[config.mk]
export PLATFORM = sky130hd
export DESIGN_NAME = serial_match_scheduler
export DESIGN_NICKNAME = d
export VERILOG_FILES = /design/src/rtl/serial_match_pkg.sv /design/src/rtl/serial_match_scheduler_seq_detect_core.sv /design/src/rtl/serial_match_scheduler.sv
export SDC_FILE = /design/constraint.sdc
export NUM_CORES = 1
export LEC_CHECK = 0
export CAP_MARGIN = 15
export CORE_MARGIN = 2
export CORE_UTILIZATION = 41
export CTS_CLUSTER_DIAMETER = 100
export DETAILED_ROUTE_END_ITERATION = 10
export PLACE_DENSITY_LB_ADDON = 0.15
export RECOVER_POWER = 25
export SYNTH_ARGS = -nofsm -noshare
export SYNTH_HDL_FRONTEND = slang
export SYNTH_SLANG_ARGS = --single-unit
[constraint.sdc]
create_clock -name clk -period 1.6 [get_ports clk]
set_input_delay 0.24 -clock clk [delete_from_list [all_inputs] [get_ports clk]]
set_output_delay 0.24 -clock clk [all_outputs]
set_load 0.02 [all_outputs]
[src/rtl/serial_match_pkg.sv]
`default_nettype none
// ============================================================================
//  Module      : serial_match_pkg
//  Description : Shared types for the serial match scheduler: controller
//                state encoding, detector state encoding and the round-robin
//                requester pick function.
//  Revision    : 1.0 - initial release
// ============================================================================
package serial_match_pkg;

    typedef enum logic [1:0] {
        IDLE   = 2'd0,
        LOAD   = 2'd1,
        SHIFT  = 2'd2,
        REPORT = 2'd3
    } ctrl_state_t;

    typedef enum logic [1:0] {
        A = 2'd0,
        B = 2'd1,
        C = 2'd2,
        D = 2'd3
    } det_state_t;

    // Returns the first set bit of 'valid' searching upward from ptr+1
    // modulo nreq. The loop runs from the farthest candidate to the nearest,
    // so the nearest valid requester is the last (winning) assignment.
    // Returns 0 when nothing is valid; callers qualify with an any-valid flag.
    function automatic int rr_pick(input logic [31:0] valid,
                                   input int          ptr,
                                   input int          nreq);
        int          pick;
        int          idx;
        logic [31:0] sh;
        pick = 0;
        for (int k = nreq; k >= 1; k--) begin
            idx = (ptr + k) % nreq;
            sh  = valid >> idx;
            if (sh[0]) begin
                pick = idx;
            end
        end
        return pick;
    endfunction

endpackage
`default_nettype wire

[src/rtl/serial_match_scheduler_seq_detect_core.sv]
`default_nettype none
// ============================================================================
//  Module      : seq_detect_core
//  Description : Moore "0-then-1" serial pattern detector.
//                A: 0->B 1->A   B: 0->B 1->C   C->D   D->A
//                y is high in A and D.
//  Ports       : clk, rst_n  - clock, async active-low reset (to A)
//                clr         - synchronous force to A (wins over en)
//                en          - advance on x this cycle
//                x           - serial input bit
//                next_is_c   - combinational: next state would be C
//                y           - Moore output
//  Revision    : 1.0 - initial release
// ============================================================================
module seq_detect_core
    import serial_match_pkg::*;
(
    input  logic clk,
    input  logic rst_n,
    input  logic clr,
    input  logic en,
    input  logic x,
    output logic next_is_c,
    output logic y
);

    det_state_t r_state;
    det_state_t w_next;

    always_comb begin
        w_next = r_state;
        case (r_state)
            A:       w_next = x ? A : B;
            B:       w_next = x ? C : B;
            C:       w_next = D;
            D:       w_next = A;
            default: w_next = A;
        endcase
    end

    always_ff @(posedge clk or negedge rst_n) begin
        if (!rst_n) begin
            r_state <= A;
        end else if (clr) begin
            r_state <= A;
        end else if (en) begin
            r_state <= w_next;
        end
    end

    assign next_is_c = (w_next == C);
    assign y         = (r_state == A) || (r_state == D);

endmodule
`default_nettype wire

[src/rtl/serial_match_scheduler.sv]
`default_nettype none
// ============================================================================
//  Module      : serial_match_scheduler
//  Description : Round-robin shares one serial pattern detector among NREQ
//                requesters. The granted W-bit word is shifted LSB-first
//                through the detector; detections are counted and returned
//                as one result per word, tagged with the requester id.
//  Ports       : clk, rst_n           - clock, async active-low reset
//                req_valid/req_data   - per-requester word offer
//                req_ready            - one-hot accept pulse (LOAD cycle)
//                res_valid/res_ready  - result handshake
//                res_id, res_count    - requester index, detection count
//                busy                 - controller not in IDLE
//  Revision    : 1.0 - initial release
// ============================================================================
module serial_match_scheduler
    import serial_match_pkg::*;
#(
    parameter int NREQ = 4,
    parameter int W    = 8,
    parameter int IDW  = $clog2(NREQ),
    parameter int CW   = $clog2(W + 1)
) (
    input  logic              clk,
    input  logic              rst_n,
    input  logic [NREQ-1:0]   req_valid,
    input  logic [NREQ*W-1:0] req_data,
    output logic [NREQ-1:0]   req_ready,
    output logic              res_valid,
    input  logic              res_ready,
    output logic [IDW-1:0]    res_id,
    output logic [CW-1:0]     res_count,
    output logic              busy
);

    ctrl_state_t     r_state;
    ctrl_state_t     w_next_state;
    logic [IDW-1:0]  r_rr_ptr;
    logic [IDW-1:0]  r_grant;
    logic [W-1:0]    r_shift;
    logic [CW-1:0]   r_bit_cnt;
    logic [CW-1:0]   r_count;
    logic [IDW-1:0]  w_pick;
    logic            w_any;
    logic            w_last_bit;
    logic            w_next_is_c;
    logic            w_det_y_unused;
    logic [NREQ-1:0] w_req_ready;

    assign w_any      = |req_valid;
    assign w_pick     = IDW'(rr_pick(32'(req_valid), int'(r_rr_ptr), NREQ));
    assign w_last_bit = (r_bit_cnt == CW'(W - 1));

    always_ff @(posedge clk or negedge rst_n) begin
        if (!rst_n) begin
            r_state <= IDLE;
        end else begin
            r_state <= w_next_state;
        end
    end

    always_comb begin
        w_next_state = r_state;
        case (r_state)
            IDLE:    if (w_any)      w_next_state = LOAD;
            LOAD:                    w_next_state = SHIFT;
            SHIFT:   if (w_last_bit) w_next_state = REPORT;
            REPORT:  if (res_ready)  w_next_state = IDLE;
            default:                 w_next_state = IDLE;
        endcase
    end

    // Datapath: grant capture, word load, serial shift and counting.
    // The pointer only moves at result handoff so a stalled consumer
    // cannot skew fairness.
    always_ff @(posedge clk or negedge rst_n) begin
        if (!rst_n) begin
            r_rr_ptr  <= IDW'(NREQ - 1);
            r_grant   <= '0;
            r_shift   <= '0;
            r_bit_cnt <= '0;
            r_count   <= '0;
        end else begin
            case (r_state)
                IDLE: begin
                    if (w_any) begin
                        r_grant <= w_pick;
                    end
                end
                LOAD: begin
                    r_shift   <= req_data[r_grant*W +: W];
                    r_bit_cnt <= '0;
                    r_count   <= '0;
                end
                SHIFT: begin
                    r_shift   <= r_shift >> 1;
                    r_bit_cnt <= r_bit_cnt + 1'b1;
                    // Counting on the detector's next state includes the
                    // final bit of the word.
                    if (w_next_is_c) begin
                        r_count <= r_count + 1'b1;
                    end
                end
                REPORT: begin
                    if (res_ready) begin
                        r_rr_ptr <= r_grant;
                    end
                end
                default: ;
            endcase
        end
    end

    seq_detect_core u_detect (
        .clk       (clk),
        .rst_n     (rst_n),
        .clr       (r_state == LOAD),
        .en        (r_state == SHIFT),
        .x         (r_shift[0]),
        .next_is_c (w_next_is_c),
        .y         (w_det_y_unused)
    );

    always_comb begin
        w_req_ready = '0;
        if (r_state == LOAD) begin
            w_req_ready[r_grant] = 1'b1;
        end
    end

    assign req_ready = w_req_ready;
    assign res_valid = (r_state == REPORT);
    assign res_id    = r_grant;
    assign res_count = r_count;
    assign busy      = (r_state != IDLE);

endmodule
`default_nettype wire

After elaboration in Yosys (flattened, before gate mapping) --
Index checks and enable logic that the tools add are counted. W data, S select, Z words.
Operators by class: shift-type cells 5, mux-type cells 20, add/subtract/negate cells 6, equal/unequal tests 12, $lt $le $gt $ge 2, reduce and logical (&&, ||, !) cells 14, bitwise operators 4
Operators with widths (number):
- $shr A4 B32 Y1 | 4
- $shiftx A32 B6 Y8 | 1
- $mux W2 | 10
- $pmux W2 S4 | 2
- $pmux W4 S2 | 2
- $pmux W8 S2 | 1
- $eq A2 B2 Y1 const B | 5
- $add A4 B1 Y4 const B | 2
- $mux W4 | 2
- $reduce_or A2 Y1 | 4
- $ne A2 B2 Y1 const B | 3
- $reduce_and A2 Y1 | 3
- $add A2 B1 Y2 const B | 2
- $add A2 B2 Y2 const B | 2
- $and A1 B1 Y1 const A | 4
- $eq A2 B1 Y1 const B | 2
- $eq A4 B3 Y1 const B | 1
- $logic_not A2 Y1 | 2
- $reduce_bool A2 Y1 | 2
- $reduce_or A4 Y1 | 1
- $lt A2 B3 Y1 const B | 1
- $reduce_and A3 Y1 | 1
- $demux W1 S2 | 1
- $ge A2 B1 Y1 const B | 1
- 3 further kinds | 4
Word-level totals: output and inout bits 12, register bits 24, bits of input ports 39

Longest topological paths before layout --
depth after elaboration 8, gate-level depth with buffers 7, mapped depth without buffers 6

Modules after synthesis --
From an unflattened synthesis, not the netlist that was laid out.
Second synthesis, totals: cell total of the unflattened synthesis 152, area total of the unflattened synthesis 1544.0 um^2
By module, submodules not included:
- serial_match_scheduler | area each 1416.4 um^2, instances 1, cells an instance 140
- seq_detect_core | area each 127.6 um^2, instances 1, cells an instance 12

Worst setup path after synthesis --
OpenSTA, ideal clock, no wires.
kind register to register, start register r_grant[0], in the netlist res_id[0], end register r_shift[0], library setup time 0.136 ns, cell stages (with the launch flop) 6, data arrival time 1.393 ns, slack 0.071 ns, path through dfrtp_1 > buf_6 > buf_8 > mux4_2 > mux2i_1 > a21oi_1
On the way: cells in the longest elaborated chain, start to end 2
RTL lines:
- start: declaration | RTL line serial_match_scheduler.sv:39 | logic [IDW-1:0] r_grant;
- start signal: assignment | RTL line serial_match_scheduler.sv:87 | r_grant <= w_pick;
- $shiftx A32 B6 Y8 | RTL line serial_match_scheduler.sv:91 | r_shift <= req_data[r_grant*W +: W];
- $pmux W8 S2 | RTL line serial_match_scheduler.sv:84 | case (r_state)
- end signal: assignment | RTL line serial_match_scheduler.sv:91
- end signal: assignment | RTL line serial_match_scheduler.sv:96 | r_shift <= r_shift >> 1;
- end: declaration | RTL line serial_match_scheduler.sv:40 | logic [W-1:0] r_shift;
Every way passes these cells. A chain may end at the register's enable or synchronous reset.

Worst setup path in the final report --
start register r_state[1], end output req_ready[0]
On the way: cells in the longest elaborated chain, start to end 2
RTL lines:
- start: declaration | RTL line serial_match_scheduler.sv:36 | ctrl_state_t r_state;
- start signal: assignment | RTL line serial_match_scheduler.sv:58 | r_state <= w_next_state;
- $eq A2 B1 Y1 | RTL line serial_match_scheduler.sv:126 | if (r_state == LOAD) begin
- $mux W4 | RTL line serial_match_scheduler.sv:126
- end: declaration | RTL line serial_match_scheduler.sv:28 | output logic [NREQ-1:0] req_ready,
Every way passes these cells.

==> qor.yml <==
rr_endpoint: "u_detect.r_state[0]"
die_w_um: 64.89
yosysWarnings: 0
cap_violations: 0
crit_path_max_incr_delay_ns: 0.39
core_mm2: 0.003606
clockBufferDepth: 2
critical_path_buf_inv_count: 2
crit_family: "flip-flops"
layout_common_cells: "40 x clkdlybuf4s50_1, 21 x dfrtp_1, 14 x o21ai_0, 14 x buf_4, 13 x nand2_1"
grt_pass1_wl_um: 6472
finalCritPeriodShare_pct: 97.56
grt-ovfl-total: 0
drc: 0
htreeDepth: 1
die_area_mm2: 0.004211
ant_nets: 0
tritoncts: "built"
finalHoldViolCount: 0
hold-worst-slack_ns: 0.5101
area_growth_pct: 45.10
path_class: "reg2out"
power.leakage_nw: 0.9664
avgSynthCellArea_um2: 10.34
crit_path_end: "req_ready[0]"
powerDensity_mw_per_mm2: 1675
dpl.cell_count: 253
wl_per_cell_um: 15.21
worstHoldPathType: "in2async"
drt_iter0_markers: 34
die_h_um: 64.89
syn_inst: 147
period_minus_slack_ns: 1.561
grt_max_degree: 25
report.final.slew_viol_count: 0
dp_slack_ns: -0.2132
wl_um: 3924
start_util_pct: 42.16
row_count: 22
synthFlopType: "dfrtp_1"
cts_sinks: 24
antenna_found_initial: 0
final.setup_skew_ns: 0.005967
firstDrtPassIters: 4
ys_seq_area_share_pct: 39.67
place_congestion: 0.7153
diodes: 0
max_freq_mhz: 640.7
crit_required_ns: 1.36
syn_area_mm2: 0.001520
rsz0062_at_grt: "true"
cts_root_buffer: "clkbuf_8"
grt_pass1_vias: 1435
finalWorstSetupSlack_ns: 0.03912
slowest_stage: "dfrtp_1"
crit_chain: "inv_1 > ha_2 > nor3b_1 > buf_2"
crit_start: "r_state[1]"
path_depth: 4
vias: 1356
power.total_mw: 3.694
port_buffers: 50
synth_cell_types: 37
end_kind: "output pin"
syn-num-nets: 192
layout.cells.non_filler: 258
avgViaCountPerCell: 5.256
pin_count: 51
run_status: "completed"
layout_commonest_cell: "clkdlybuf4s50_1"
grt.total_usage_pct: 19.75
tightest_slew_ns: 0.6161
synth-seq-cells: 24
cts.clk_slew.worst_paths_ns: 0.09
reg2reg_depth: 6
cts-buffers-inserted: 3
setup_viol: 0
cp_max_fo: 5
r2r_setup_slack_ns: 0.06
hpwl_um: 3159
relSlewSlack_pct: 58.92
nets: 256
peakVddDrop_uv: 1211
worstReg2RegStart: "r_state[1]"
cp.arrival_ns: 1.32
synth-edff-count: 0
drive_above_1_share_pct: 19.52
insertion_delay_ns: 0.26
worstSetupStartpointType: "register"
ys_async_sr_fraction_pct: 100.0
==> cell families after synthesis <==
group / synth area share (%)
and+or+nand+nor: 14.57
AOI/OAI and AO/OA: 12.18
DFF: 39.67
buffers and inverters: 6.419
muxes: 21.07
adders and majority gates: 4.938
xor gates and xnor gates: 1.152
==> what timing repair did <==
item | in CTS | in global routing
hold buffers | 0 | 0
setup buffers | 0 | 1
gates resized for setup | 26 | 6
gates cloned | 0 | 0
endpoints found under the setup margin | 8 | 17
==> synth_stat cells, types with 2 or more instances <==
library cell / n / share of area, %
nand3_1: 5 / 1.6
mux4_2: 4 / 5.9
dfstp_2: 2 / 3.5
a21oi_1: 7 / 2.3
a22oi_1: 2 / 0.99
ha_1: 6 / 4.9
nand3b_1: 3 / 1.5
mux2i_1: 8 / 5.3
nor2_1: 11 / 2.7
xor2_1: 2 / 1.2
clkbuf_1: 2 / 0.49
nor3b_1: 2 / 0.99
and3_1: 2 / 0.82
mux2_2: 4 / 3.0
buf_2: 3 / 0.99
nand2b_1: 3 / 1.2
o21ai_0: 14 / 4.6
inv_1: 12 / 3.0
dfrtp_1: 22 / 36
mux4_1: 4 / 6.9
nand2_1: 13 / 3.2
==> metrics by stage <==
stage,setup TNS (ns),area (um2),utilization [%]
floorplan,0,1520,-
detailed placement,-0.7420,2161,59.92
global route,-0.04807,2206,61.17
global placement,-0.3403,2161,59.92
CTS,0,2188,60.69
finish,0,2206,61.17
==> state kept, by name (all words and copies together) (netlist names) <==
| signal | cells |
|---|---|
| r_state | 2 |
| u_detect.r_state | 2 |
| r_bit_cnt | 4 |
| r_rr_ptr | 2 |
| res_count | 4 |
| res_id | 2 |
| r_shift | 8 |
==> final cells by class <==
class,count,area [um2]
multi-input combinational,103,833.3
inverter,12,45.04
sequential,24,604.3
tap,48,60.06
timing repair buffer,67,618.1
clock buffer,4,45.04
fill,314,1400
==> worst register-to-register path, cell delays in order (launching register included) <==
cell       delay [ns]
dfrtp_1          0.36
inv_1            0.06
buf_4            0.13
ha_2             0.44
o2bb2ai_1        0.11
a211o_1          0.27
o21ai_0          0.08
==> metal layers <==
| metal | GRT usage (%) | wire length, um | vias up | part of all wire, % |
|---|---|---|---|---|
| met4 | 3.723 | 29 | 0 | 0.74 |
| li1 | - | - | 652 | - |
| met2 | 37.11 | 2110 | 41 | 54 |
| met1 | 23.47 | 1597 | 659 | 41 |
| met5 | 0 | 0 | - | 0 |
| met3 | 3.472 | 185 | 4 | 4.7 |
==> power breakdown <==
group          internal, mW  switching [mW]  total (mW)
logic                  1.13            1.09        2.22
registers             0.888           0.215        1.10
clock network         0.178           0.195       0.372
==> worst min path at each step <==
stage	startpoint	endpoint	slack, ns	cells past startpoint
4_1_cts	rst_n	r_bit_cnt[2]	0.35	2
3_5_place_dp	r_shift[2]	r_shift[2]	0.53	2
3_3_place_gp	res_count[3]	res_count[3]	0.51	2
2_1_floorplan	rst_n	r_bit_cnt[0]	-0.06	0
6_report	rst_n	u_detect.r_state[1]	0.51	2
5_1_grt	rst_n	u_detect.r_state[1]	0.56	2
(Power assumes the default switching activity.)
